$ cat config.mk
export PLATFORM = sky130hd
export DESIGN_NAME = mod_counter
export DESIGN_NICKNAME = d
export VERILOG_FILES = /design/src/rtl/mod_counter_pkg.sv /design/src/rtl/mod_counter_prescaler.sv /design/src/rtl/mod_counter.sv
export SDC_FILE = /design/constraint.sdc
export NUM_CORES = 1
export LEC_CHECK = 0
export BUFFER_PORTS_ARGS = -buffer_cell sky130_fd_sc_hd__buf_4
export CAP_MARGIN = 20
export CELL_PAD_IN_SITES_DETAIL_PLACEMENT = 1
export CELL_PAD_IN_SITES_GLOBAL_PLACEMENT = 2
export CORE_ASPECT_RATIO = 0.7
export CORE_MARGIN = 2
export CORE_UTILIZATION = 29
export DETAILED_ROUTE_END_ITERATION = 8
export GPL_TIMING_DRIVEN = 0
export PLACE_DENSITY = 0.87
export SETUP_SLACK_MARGIN = 0.1
export SLEW_MARGIN = 20
export SYNTH_ARGS = -nofsm -noshare
export SYNTH_HDL_FRONTEND = slang
export SYNTH_HIERARCHICAL = 1
export SYNTH_SLANG_ARGS = --single-unit
$ cat constraint.sdc
create_clock -name clk -period 1.8 [get_ports clk]
set_input_delay 0.36 -clock clk [delete_from_list [all_inputs] [get_ports clk]]
set_output_delay 0.36 -clock clk [all_outputs]
set_load 0.005 [all_outputs]
$ cat src/rtl/mod_counter_pkg.sv
// Shared types, constants and helpers for the modulo timekeeping counter family.
package mod_counter_pkg;

    // Count direction as sampled from up_dn.
    typedef enum logic {
        DIR_DOWN = 1'b0,
        DIR_UP   = 1'b1
    } dir_e;

    // Moduli for a seconds -> minutes -> hours chain.
    localparam int unsigned SEC_MODULUS = 60;
    localparam int unsigned MIN_MODULUS = 60;
    localparam int unsigned HR_MODULUS  = 24;

    // $clog2 that never yields a zero-width vector.
    function automatic int unsigned clog2_safe(input int unsigned value);
        return (value <= 1) ? 1 : int'($clog2(value));
    endfunction

endpackage

$ cat src/rtl/mod_counter_prescaler.sv
// Prescaler: emits step on every PRESCALE-th enabled cycle.
// With PRESCALE=1 the counter is a constant 0 and step follows en directly.
module mod_counter_prescaler
    import mod_counter_pkg::*;
#(
    parameter int unsigned PRESCALE = 1
) (
    input  logic clk,
    input  logic reset_n,
    input  logic en,
    input  logic clr,
    output logic step
);

    localparam int unsigned      PreW    = clog2_safe(PRESCALE);
    localparam logic [PreW-1:0] PreLast = PreW'(PRESCALE - 1);

    logic [PreW-1:0] pre_d, pre_q;

    assign step = en && (pre_q == PreLast);

    // Next prescaler value: clear wins, otherwise advance on en and wrap on step.
    always_comb begin
        pre_d = pre_q;
        if (clr) begin
            pre_d = '0;
        end else if (en) begin
            pre_d = step ? '0 : pre_q + PreW'(1);
        end
    end

    // Prescaler state register.
    always_ff @(posedge clk or negedge reset_n) begin
        if (!reset_n) begin
            pre_q <= '0;
        end else begin
            pre_q <= pre_d;
        end
    end

endmodule

$ cat src/rtl/mod_counter.sv
// Modulo-N up/down counter with prescaler, sync clear/load, combinational cascade
// carry and registered wrap tick.
// Optional macro MOD_COUNTER_BCD_EN adds registered BCD digit outputs (MODULUS <= 100).
module mod_counter
    import mod_counter_pkg::*;
#(
    parameter int unsigned WIDTH    = 7,
    parameter int unsigned MODULUS  = SEC_MODULUS,
    parameter int unsigned PRESCALE = 1
) (
    input  logic             clk,
    input  logic             reset_n,
    input  logic             en,
    input  logic             up_dn,
    input  logic             clear,
    input  logic             load,
    input  logic [WIDTH-1:0] load_val,
    output logic [WIDTH-1:0] count,
    output logic             carry_out,
    output logic             tick
`ifdef MOD_COUNTER_BCD_EN
    ,
    output logic [3:0]       bcd_tens,
    output logic [3:0]       bcd_ones
`endif
);

    localparam logic [WIDTH-1:0] MaxCount = WIDTH'(MODULUS - 1);

    dir_e             dir;
    logic             step;
    logic [WIDTH-1:0] terminal;
    logic [WIDTH-1:0] load_sat;
    logic [WIDTH-1:0] count_d, count_q;
    logic             tick_d, tick_q;

    assign dir = dir_e'(up_dn);

    mod_counter_prescaler #(
        .PRESCALE (PRESCALE)
    ) u_prescaler (
        .clk     (clk),
        .reset_n (reset_n),
        .en      (en),
        .clr     (clear | load),
        .step    (step)
    );

    // Terminal value, saturated load value and cascade carry.
    always_comb begin
        terminal  = (dir == DIR_UP) ? MaxCount : '0;
        load_sat  = (load_val > MaxCount) ? MaxCount : load_val;
        carry_out = step && (count_q == terminal) && !clear && !load;
    end

    // Count next state: clear > load > step > hold.
    always_comb begin
        count_d = count_q;
        tick_d  = carry_out;
        if (clear) begin
            count_d = '0;
        end else if (load) begin
            count_d = load_sat;
        end else if (step) begin
            if (dir == DIR_UP) begin
                count_d = (count_q == MaxCount) ? '0 : count_q + WIDTH'(1);
            end else begin
                count_d = (count_q == '0) ? MaxCount : count_q - WIDTH'(1);
            end
        end
    end

    // Count and tick registers.
    always_ff @(posedge clk or negedge reset_n) begin
        if (!reset_n) begin
            count_q <= '0;
            tick_q  <= 1'b0;
        end else begin
            count_q <= count_d;
            tick_q  <= tick_d;
        end
    end

    assign count = count_q;
    assign tick  = tick_q;

`ifdef MOD_COUNTER_BCD_EN
    // Binary to packed {tens, ones}; only valid for values below 100.
    function automatic logic [7:0] to_bcd(input logic [WIDTH-1:0] v);
        int unsigned n;
        n = 32'(v);
        return {4'(n / 10), 4'(n % 10)};
    endfunction

    localparam logic [7:0] MaxBcd = to_bcd(MaxCount);

    logic [7:0] bcd_d, bcd_q;

    // BCD digits mirror every count update incrementally.
    always_comb begin
        bcd_d = bcd_q;
        if (clear) begin
            bcd_d = '0;
        end else if (load) begin
            bcd_d = to_bcd(load_sat);
        end else if (step) begin
            if (dir == DIR_UP) begin
                if (count_q == MaxCount) begin
                    bcd_d = '0;
                end else if (bcd_q[3:0] == 4'd9) begin
                    bcd_d = {bcd_q[7:4] + 4'd1, 4'd0};
                end else begin
                    bcd_d = {bcd_q[7:4], bcd_q[3:0] + 4'd1};
                end
            end else begin
                if (count_q == '0) begin
                    bcd_d = MaxBcd;
                end else if (bcd_q[3:0] == 4'd0) begin
                    bcd_d = {bcd_q[7:4] - 4'd1, 4'd9};
                end else begin
                    bcd_d = {bcd_q[7:4], bcd_q[3:0] - 4'd1};
                end
            end
        end
    end

    // BCD digit register.
    always_ff @(posedge clk or negedge reset_n) begin
        if (!reset_n) begin
            bcd_q <= '0;
        end else begin
            bcd_q <= bcd_d;
        end
    end

    assign bcd_tens = bcd_q[7:4];
    assign bcd_ones = bcd_q[3:0];
`else
    // Binary count only; no BCD state.
`endif

endmodule

Word level (Yosys, flattened, before mapping) --
Index checks and enable logic that the tools add are counted.
Storage, ports and cells: logic and storage cells 31, output and inout bits 9, bits in registers 9, input bits 13
Operators by class: bitwise logic cells 2, equality and inequality tests 2, reduce and logical (&&, ||, !) cells 9, order comparisons 1, add/sub/neg operators 3, mux-type cells 11
Operators by type and width (count):
- 7-bit 2-to-1 mux | 7
- 7-bit by 1-bit adder with 7-bit output (second input constant) | 1
- 7-bit by 6-bit == test with 1-bit output | 1
- 7-bit by 6-bit == test with 1-bit output (second input constant) | 1
- 7-bit by 6-bit > comparator with 1-bit output (second input constant) | 1
- 7-bit zero test | 1
- 7-bit by 1-bit subtractor with 7-bit output (second input constant) | 1
- 6-bit 2-to-1 mux | 1
- 1-bit logical AND | 4
- 1-bit 2-to-1 mux | 3
- 3-bit nonzero test | 1
- 1-bit zero test | 2
- 2-bit nonzero test | 1
- 1-bit adder (second input constant) | 1
- 1-bit NOT | 1
- 1-bit bitwise OR | 1

Depth between registers and ports, before layout --
Gate-level depths: netlist of the first run.
depth in word-level cells 6, mapped depth 6, mapped depth without buffers 6

Cells and area by module --
Netlist of the first run, hierarchy kept.
Modules (own cells, without submodules):
- mod_counter | seq. area each 200.2 µm², area an instance 808.3 µm², cells an instance 107, times used 1
- mod_counter_prescaler | seq. area each 25.0 µm², area an instance 46.3 µm², cells an instance 3, times used 1

Worst setup path before layout of the first run --
Ideal clock, no wire load.
kind register to register, start point register count_q[0] (netlist: count[0]), end point register count_q[6] (netlist: count[6]), library setup time 0.064 ns, cell stages (with the launch flop) 7, data arrival time 1.496 ns, slack 0.240 ns, buffers on the path 0, clock period less this slack 1.560 ns, data required time 1.736 ns, cells stage by stage dfrtp_1 -> ha_1 -> nand3_1 -> or3_1 -> and3_1 -> a211oi_2 -> a21o_1
Between the ends: word-level cells in the longest chain between the ends 6, elaborated cells between the ends (all ways) 10, those cells by class 2 x add/sub; 1 x eq/ne; 6 x mux; 1 x reduce/logical
Ends and longest elaborated chain:
- start: declaration | line mod_counter.sv:34 | logic [WIDTH-1:0] count_d, count_q;
- start signal: assignment | line mod_counter.sv:79 | count_q <= count_d;
- 7-bit by 1-bit subtractor with 7-bit output, or another cell as far along | line mod_counter.sv:68 | count_d = (count_q == '0) ? MaxCount : count_q - WIDTH'(1);
- 7-bit 2-to-1 mux, on equally long branches | line mod_counter.sv:68, mod_counter.sv:66
- 7-bit 2-to-1 mux (*) | line mod_counter.sv:65 | if (dir == DIR_UP) begin
- 7-bit 2-to-1 mux (*) | line mod_counter.sv:64 | end else if (step) begin
- 7-bit 2-to-1 mux (*) | line mod_counter.sv:62 | end else if (load) begin
- 7-bit 2-to-1 mux (*) | line mod_counter.sv:60 | if (clear) begin
Every way passes the cells marked *; elsewhere a longest branch is shown, timed or not. The select of a mux whose other input is x is not followed. A chain may end at the register's enable or synchronous reset.

Final worst setup path of the first run --
start point register count_q[3] (netlist: count[3]), end point register count_q[6] (netlist: count[6])
The elaborated chain is that of the path after synthesis.

==> results.cfg, run 1 <==
[synthesis]
synth_simple_gate_area_frac = 0.297
synth_xor_xnor_area_share = 0.0307
syn-cell-area_sq_um = 855
syn_inst = 110
avgSynthCellArea_sq_um = 7.77
synth_nets = 126
synthMuxAreaShare = 0.0117
yosys_warnings = 6
synth_edf_count = 0
synth_seq_cells = 9
ys_seq_area_frac = 0.264
synth_adder_area_share = 0.0439
synthFlopType = dfrtp_1
synth_top_family_by_area = simple AND/OR/NAND/NOR gates
synth-compound-area-share = 0.272
async_flop_share = 1.00
ys_types = 40

[place]
gp_congestion = 0.914
dpl.hpwl_mm = 2.17
io_buffers = 19

[timing]
fin_skew_ps = 3.18
worst_pin_slew_ps = 382
hold_viol = 0
finalSetupViolations = 0
rsz0062_at_grt = yes
finalCritPeriodShare = 0.951
final_max_slew_viol_count = 0
clock.fmax_ghz = 0.584
slew_headroom = 0.745
period_minus_slack_ps = 1710
tns_ps = 0

[global_route]
grt_usage = 0.198
grt_pass1_wl_mm = 4.91
overflow = 0
grt_pass1_vias = 998
grt_max_degree = 11
antenna_found_initial = 0

[cells_and_area]
nets = 162
mostFrequentLayoutCells = 26 x buf_4, 9 x inv_1, 9 x nand2_1, 9 x nor2_1, 8 x a21oi_1
synthToLayoutAreaGrowth_pct = 50.4
final_common_cell = buf_4
fin_util = 0.458
antenna_cells = 0
layout-drive-gt1-share = 0.421

[floorplanning]
die_h_microns = 49.4
die_x_microns = 68.9
rows = 16
placeableCoreArea_sq_um = 2800
initial_utilization = 0.305
die-area_sq_um = 3400
io_pins = 22

[clocking]
clock_latency_ps = 230
clock_sinks = 9
clk_pin_slew_ps = 50
clock_path_buffers = 2
cts_tree = built
cts_made_buffers = 3
clockRootBuffer = clkbuf_8
h-tree-depth = 1

[worst_setup_path]
arrival_ps = 1840
worst_setup_path_end_kind = flip-flop
critPathMaxFanout = 4
worstSetupStartpointType = flip-flop
critical_path_class = flip-flop to flip-flop
rr_worst_depth = 8
required_ps = 1920

[worst_hold_path]
hp-class = input port to flip-flop
hold_depth = 2

[pwr]
intPower_uw = 563
power.leakage_nw = 0.551
power_frac_clock = 0.276
power_switching_uw = 294
seqPwrFrac = 0.293
powerDensity_nw_per_um2 = 667
swShare = 0.343
vdd_drop_max_mv = 0.334
pwr-share-comb = 0.432

[drt]
vias_per_cell = 5.50
wire_per_inst_microns = 16.8
drt_first_pass_iters = 4
num_vias = 995
ant_nets = 0
drtIter0Drc = 43
drc_errors = 0
finalWirelength_mm = 3.04

[flow_run]
maxCapViolCount = 0

[status]
status = finished, final reports clean
## critical path: stages, from the launching register on
cell and delay, ps:
dfrtp_1 380, buf_6 140, buf_6 120, nor4_4 390
buf_4 200, nand2_2 50, nand2_1 80, a211oi_2 80
a21o_1 160
## timing repair
action | CTS | global route
pin swaps | 2 | 9
endpoints found under the setup margin | 5 | 7
gates resized for setup | 13 | 11
gates cloned | 0 | 0
hold buffers | 1 | 0
hold endpoints to repair | 9 | 0
buffers inserted | 8 | 3
## synthesized netlist by cell type (2+ instances only)
cell type,n,area [sq um]
a21o_1,2,15.0
a21oi_1,8,40.0
a22oi_1,4,30.0
a31oi_1,3,18.8
and3_1,3,18.8
buf_2,4,20.0
dfrtp_1,9,225
ha_1,3,37.5
inv_1,9,33.8
nand2_1,10,37.5
nand3_1,5,25.0
nor2_1,10,37.5
nor3_1,2,10.0
nor4_1,3,18.8
o21a_1,2,15.0
o21ai_0,8,40.0
xnor2_1,2,17.5
## sequential cells by signal, indices dropped and copies added, names as in the netlist
| name | count |
|---|---|
| tick | 1 |
| u_prescaler/pre_q | 1 |
| count | 7 |
## cell type report
| class | count | area, sq um |
|---|---|---|
| Buffer | 6 | 42.5 |
| Clock buffer | 4 | 45.0 |
| Fill cell | 350 | 1520 |
| Inverter | 9 | 33.8 |
| Multi-Input combinational cell | 86 | 637 |
| Sequential cell | 9 | 229 |
| Tap cell | 36 | 45.0 |
| Timing Repair Buffer | 31 | 253 |
## kinds of logic after synthesis
family                   count (synthesis)
adder cells (fa/ha/maj)                  3
multiplexers                             1
AO/OA/AOI/OAI                           35
buffers and inverters                   15
XOR/XNOR                                 3
AND/OR/NAND/NOR                         44
flip-flops                               9
## metal layers
| layer | part of all wire | track usage | up-vias |
|---|---|---|---|
| met2 | 0.47 | 0.298 | 37 |
| met5 | 0 | 0 | - |
| met4 | 0.0069 | 0.0425 | 0 |
| met1 | 0.46 | 0.276 | 490 |
| met3 | 0.064 | 0.0624 | 3 |
| li1 | - | - | 465 |
## final timing paths
kind | slack (ps) | endpoint | start
setup / recovery | 90 | count[6] | count[3]
hold / removal | 290 | u_prescaler/pre_q | en
setup reg to reg | 90 | count[6] | count[3]
hold reg to reg | 560 | u_prescaler/pre_q | u_prescaler/pre_q
max in group asynchronous | 1130 | count[0] | reset_n
min in group asynchronous | 510 | count[6] | reset_n
## through the flow
step                hold slack, ps  worst slack, ps  instance area (sq um)  std cells  power, mW
floorplan                     64.4              240                    855        110      0.417
global placement               193            -25.0                   1040        165      0.510
detailed placement             195            -64.3                   1040        165      0.517
CTS                            292              100                   1210        178      0.815
global route                   289            -49.3                   1280        181      0.921
finish                         292             87.7                   1280        181      0.857
## power groups by stage
stage	logic, mW	registers [mW]	clock network, mW
final	0.370	0.251	0.236
after global routing	0.405	0.255	0.261
after CTS	0.324	0.250	0.241
after detailed placement	0.268	0.249	0
after global placement	0.262	0.248	0
after floorplan	0.174	0.243	0
No activity file was read; power rests on OpenSTA's default activity.
==> run 2, diff against run 1 <==
--- a/config.mk
+++ b/config.mk
@@ -5,16 +5,16 @@
 export SDC_FILE = /design/constraint.sdc
 export NUM_CORES = 1
 export LEC_CHECK = 0
-export BUFFER_PORTS_ARGS = -buffer_cell sky130_fd_sc_hd__buf_4
 export CAP_MARGIN = 20
 export CELL_PAD_IN_SITES_DETAIL_PLACEMENT = 1
 export CELL_PAD_IN_SITES_GLOBAL_PLACEMENT = 2
 export CORE_ASPECT_RATIO = 0.7
 export CORE_MARGIN = 2
-export CORE_UTILIZATION = 29
+export CORE_UTILIZATION = 34
 export DETAILED_ROUTE_END_ITERATION = 8
+export DONT_BUFFER_PORTS = 1
 export GPL_TIMING_DRIVEN = 0
-export PLACE_DENSITY = 0.87
+export PLACE_DENSITY = 0.85
 export SETUP_SLACK_MARGIN = 0.1
 export SLEW_MARGIN = 20
 export SYNTH_ARGS = -nofsm -noshare
==> run 2 against run 1 <==
Sequential share of layout area increased by 3.2 points. Clock-buffer cell count unchanged. Critical endpoint is now carry_out. Register-to-register slack better by 20 ps.
==> results.cfg, run 2 (synthesized netlist as in run 1, its figures left out) <==
[status]
status = finished, final reports clean

[worst_setup_path]
r2r-end = count[4]
critPathMaxFanout = 4
worstSetupStartpointType = flip-flop
rr_startpoint = count[1]
arrival_ps = 1340
rr_worst_depth = 5
critical_path_class = flip-flop to output port
required_ps = 1440
rrSetupSlack_ps = 110
worst_setup_path_end_kind = output port

[pwr]
pwr-share-comb = 0.410
power_switching_uw = 267
seqPwrFrac = 0.368
total_power_uw = 697
power.leakage_nw = 0.428
power_frac_clock = 0.221
swShare = 0.383
vdd_drop_max_mv = 0.176
powerDensity_nw_per_um2 = 640
intPower_uw = 430

[worst_hold_path]
hold_depth = 1
worstHoldStart = en
hold_end = u_prescaler/pre_q
hp-class = input port to flip-flop

[global_route]
grt_usage = 0.197
antenna_found_initial = 0
overflow = 0
grt_max_degree = 11
grt_pass1_wl_mm = 4.31
grt_pass1_vias = 841

[place]
io_buffers = 0
dp_slack_ps = -69.5
gp_congestion = 0.916
dpl.hpwl_mm = 2.07

[clocking]
cts_tree = built
clock_latency_ps = 250
clock_path_buffers = 2
clock_sinks = 9
cts_made_buffers = 3
clk_pin_slew_ps = 60
clockRootBuffer = clkbuf_4
h-tree-depth = 1

[cells_and_area]
mostFrequentLayoutCells = 10 x nand2_1, 10 x buf_4, 9 x inv_1, 9 x nor2_1, 7 x a21oi_1
largest_reg_flops = 7
multiInputGateArea_sq_um = 632
fin_util = 0.450
register_area_sq_um = 229
antenna_cells = 0
layout-drive-gt1-share = 0.288
nets = 142
n_fill_cell = 294
synthToLayoutAreaGrowth_pct = 27.4

[timing]
finalSetupViolations = 0
worst_pin_slew_ps = 409
clock.fmax_ghz = 0.590
layout_setup_ws_ps = 105
finalCritPeriodShare = 0.942
final_max_slew_viol_count = 0
period_minus_slack_ps = 1700
hold_viol = 0
holdWs_ps = 164
tns_ps = 0
rsz0062_at_grt = yes
fin_skew_ps = 0.942
slew_headroom = 0.726

[drt]
ant_nets = 0
finalWirelength_mm = 2.94
wire_per_inst_microns = 18.5
drtIter0Drc = 31
drc_errors = 0
num_vias = 910
vias_per_cell = 5.72
drt_first_pass_iters = 4

[floorplanning]
die-area_sq_um = 2940
placeableCoreArea_sq_um = 2420
initial_utilization = 0.353
die_h_microns = 45.9
die_x_microns = 63.9
rows = 15
io_pins = 22

[flow_run]
maxCapViolCount = 0
-- run 2: cell types whose count changed in the layout (fill, tap and decap cells not counted), sizes merged --
cell,previous run,this run
buf,35,15
-- run 2: worst max path at each step --
stage              from        end  slack [ps]  cells past startpoint
2_1_floorplan  count[0]   count[6]         240                      6
3_3_place_gp   count[0]   count[6]         -70                      6
3_5_place_dp   count[0]   count[6]         -70                      6
4_1_cts        count[5]  carry_out         110                      5
5_1_grt        count[1]   count[4]          -5                      5
6_report       count[5]  carry_out         100                      5
-- run 2: layer usage --
layer / part of all wire / GRT usage
met5: 0 / 0
met3: 0.037 / 0.0223
met4: 0 / 0.0522
met2: 0.46 / 0.310
met1: 0.50 / 0.286
-- run 2: power by group through the flow --
| stage | registers (mW) | logic, mW | clock network (mW) |
|---|---|---|---|
| floorplan | 0.243 | 0.174 | 0 |
| global placement | 0.254 | 0.215 | 0 |
| detailed placement | 0.254 | 0.219 | 0 |
| CTS | 0.254 | 0.248 | 0.158 |
| global route | 0.260 | 0.310 | 0.168 |
| finish | 0.257 | 0.286 | 0.154 |
-- run 2: area by class of cell --
class	instances	share of cell area
flip-flops and latches	9	0.210
repair buffers	11	0.0747
well taps	34	0.0391
multi-input cells	86	0.580
inverters	9	0.0310
plain buffers	6	0.0402
clock buffers	4	0.0241
-- run 2: worst max-delay path: stages (launching register included) --
cell and delay (ps):
dfrtp_1 410, buf_6 150, nor3_4 170, nand2_1 70, o21ai_1 80, and3_4 200
-- run 2: stage by stage --
step / cells / area [sq um]
5_1_grt: 159 / 1090
3_5_place_dp: 144 / 897
2_1_floorplan: 110 / 855
4_1_cts: 152 / 992
6_report: 159 / 1090
3_3_place_gp: 144 / 897
-- run 2: timing repair --
action,in CTS,in global routing
setup buffers,3,7
setup endpoints to repair,7,7
hold endpoints to repair,9,0
gates resized for setup,12,10
pin swaps,1,7
hold buffers,1,0
==> run 3, diff against run 2 <==
--- a/config.mk
+++ b/config.mk
@@ -10,11 +10,12 @@
 export CELL_PAD_IN_SITES_GLOBAL_PLACEMENT = 2
 export CORE_ASPECT_RATIO = 0.7
 export CORE_MARGIN = 2
-export CORE_UTILIZATION = 34
+export CORE_UTILIZATION = 36
+export CTS_BUF_LIST = sky130_fd_sc_hd__clkbuf_2
 export DETAILED_ROUTE_END_ITERATION = 8
 export DONT_BUFFER_PORTS = 1
 export GPL_TIMING_DRIVEN = 0
-export PLACE_DENSITY = 0.85
+export PLACE_DENSITY = 0.89
 export SETUP_SLACK_MARGIN = 0.1
 export SLEW_MARGIN = 20
 export SYNTH_ARGS = -nofsm -noshare
==> run 3 against run 2 <==
Non-clock buffer count is 4 lower. Flip-flop and latch count did not move. Wire length shrank 0.34%. Die area down 5.1%. Utilization increased by 4.4 points. Sequential share of layout area increased by 0.17 points. Setup slack gained 5.6 ps. Via count is 2.1% lower. Clock power is 14% lower. Cell count decreased by 3.8%. Critical path type unchanged.
==> results.cfg, run 3 (synthesized netlist as in run 1, its figures left out) <==
[pwr]
power_frac_clock = 0.193
power_switching_uw = 271
seqPwrFrac = 0.378
powerDensity_nw_per_um2 = 633
pwr-share-comb = 0.428
intPower_uw = 413
power.leakage_nw = 0.424
swShare = 0.396
vdd_drop_max_mv = 0.176

[drt]
drt_first_pass_iters = 4
drtIter0Drc = 45
num_vias = 891
drc_errors = 0
vias_per_cell = 5.82
finalWirelength_mm = 2.93
wire_per_inst_microns = 19.2
ant_nets = 0

[global_route]
grt_usage = 0.210
overflow = 0
busiest_layer = met2
antenna_found_initial = 0
grt_use_met2 = 0.333
use_met1 = 0.307
grt_pass1_wl_mm = 4.37
grt_max_degree = 11
grt_pass1_vias = 842
met3_usage = 0.0374

[floorplanning]
io_pins = 22
die-area_sq_um = 2790
die_x_microns = 62.2
placeableCoreArea_sq_um = 2190
rows = 14
initial_utilization = 0.390
die_h_microns = 44.8

[worst_setup_path]
startpoint = count[5]
arrival_ps = 1330
critical_path_class = flip-flop to output port
worstSetupStartpointType = flip-flop
required_ps = 1440
critPathMaxFanout = 4
path_cells = buf_6, nor3_4, nand2_1, o21ai_1, and3_4
slowest_delay_ps = 430
worst_setup_path_end_kind = output port
rr_startpoint = count[3]
rr_worst_depth = 6
slowest_stage = dfrtp_1

[clocking]
clock_latency_ps = 240
h-tree-depth = 1
clock_sinks = 9
cts_made_buffers = 3
clock_path_buffers = 2
clk_pin_slew_ps = 90
cts_tree = built
clockRootBuffer = clkbuf_2

[status]
status = finished, final reports clean

[timing]
hold_viol = 0
final_max_slew_viol_count = 0
finalSetupViolations = 0
worst_pin_slew_ps = 409
slew_headroom = 0.726
period_minus_slack_ps = 1690
clock.fmax_ghz = 0.592
layout_setup_ws_ps = 110
fin_skew_ps = 1.71
rsz0062_at_grt = yes
finalCritPeriodShare = 0.939

[flow_run]
maxCapViolCount = 0

[place]
io_buffers = 0
dpl.hpwl_mm = 2.04
dp_slack_ps = -68.2
gp_congestion = 0.815
place_inst = 142

[cells_and_area]
synthToLayoutAreaGrowth_pct = 26.4
fin_cells = 153
mostFrequentLayoutCells = 10 x nand2_1, 9 x inv_1, 9 x nor2_1
layout-drive-gt1-share = 0.314
largest_reg_flops = 7
final_common_cell = nand2_1
nets = 138
antenna_cells = 0

[worst_hold_path]
hold_depth = 1
hp-class = input port to flip-flop
worstHoldStart = en
==> run 3: area by class of cell <==
type                       instances  area (sq um)
sequential                         9           229
multi-input combinational         86           638
clock buffer                       4          20.0
buffer                             6          47.5
timing repair buffer               7          71.3
fill                             273          1110
tap                               32          40.0
inverter                           9          33.8
==> run 3: power groups by stage <==
stage	sequential, mW	clock (mW)	combinational [mW]
after floorplan	0.243	0	0.174
after global placement	0.254	0	0.214
after detailed placement	0.254	0	0.220
after CTS	0.253	0.134	0.247
after global routing	0.262	0.148	0.320
final	0.259	0.132	0.293
==> run 3: worst paths after layout <==
check | end | slack (ps)
min reg2reg | u_prescaler/pre_q | 570
max in group asynchronous | count[0] | 1020
min in group asynchronous | tick | 470
min | u_prescaler/pre_q | 170
max | carry_out | 110
max reg2reg | count[2] | 140
==> run 3: stage by stage <==
stage / total power, mW / util / area [sq um] / setup TNS (ps) / hold slack, ps
final: 0.683 / 0.493 / 1080 / 0 / 168
after global placement: 0.467 / 0.409 / 895 / -83.0 / 64.6
after detailed placement: 0.473 / 0.409 / 895 / -68.2 / 64.6
after global routing: 0.730 / 0.493 / 1080 / 0 / 139
after CTS: 0.633 / 0.445 / 975 / 0 / 164
after floorplan: 0.417 / - / 855 / 0 / 64.4
==> run 3: worst max-delay path, delay by kind of cell (launching register included) <==
family	cells	cell delay, ps
buffers and inverters	1	150
AO/OA/AOI/OAI	1	80
flip-flops	1	430
AND/OR/NAND/NOR	3	430
==> run 3: repair_timing <==
action | in CTS | in global routing
pin swaps | 1 | 3
cloned | 0 | 0
gates resized for setup | 10 | 17
endpoints found under the setup margin | 7 | 8
hold buffers | 1 | 0
buffers inserted | 3 | 3
hold endpoints to repair | 9 | 0
==> run 3: routing by layer <==
metal / share of wire / up-vias
met5: 0 / -
met4: 0.0031 / 0
met3: 0.085 / 2
met2: 0.46 / 33
met1: 0.45 / 428
li1: - / 428
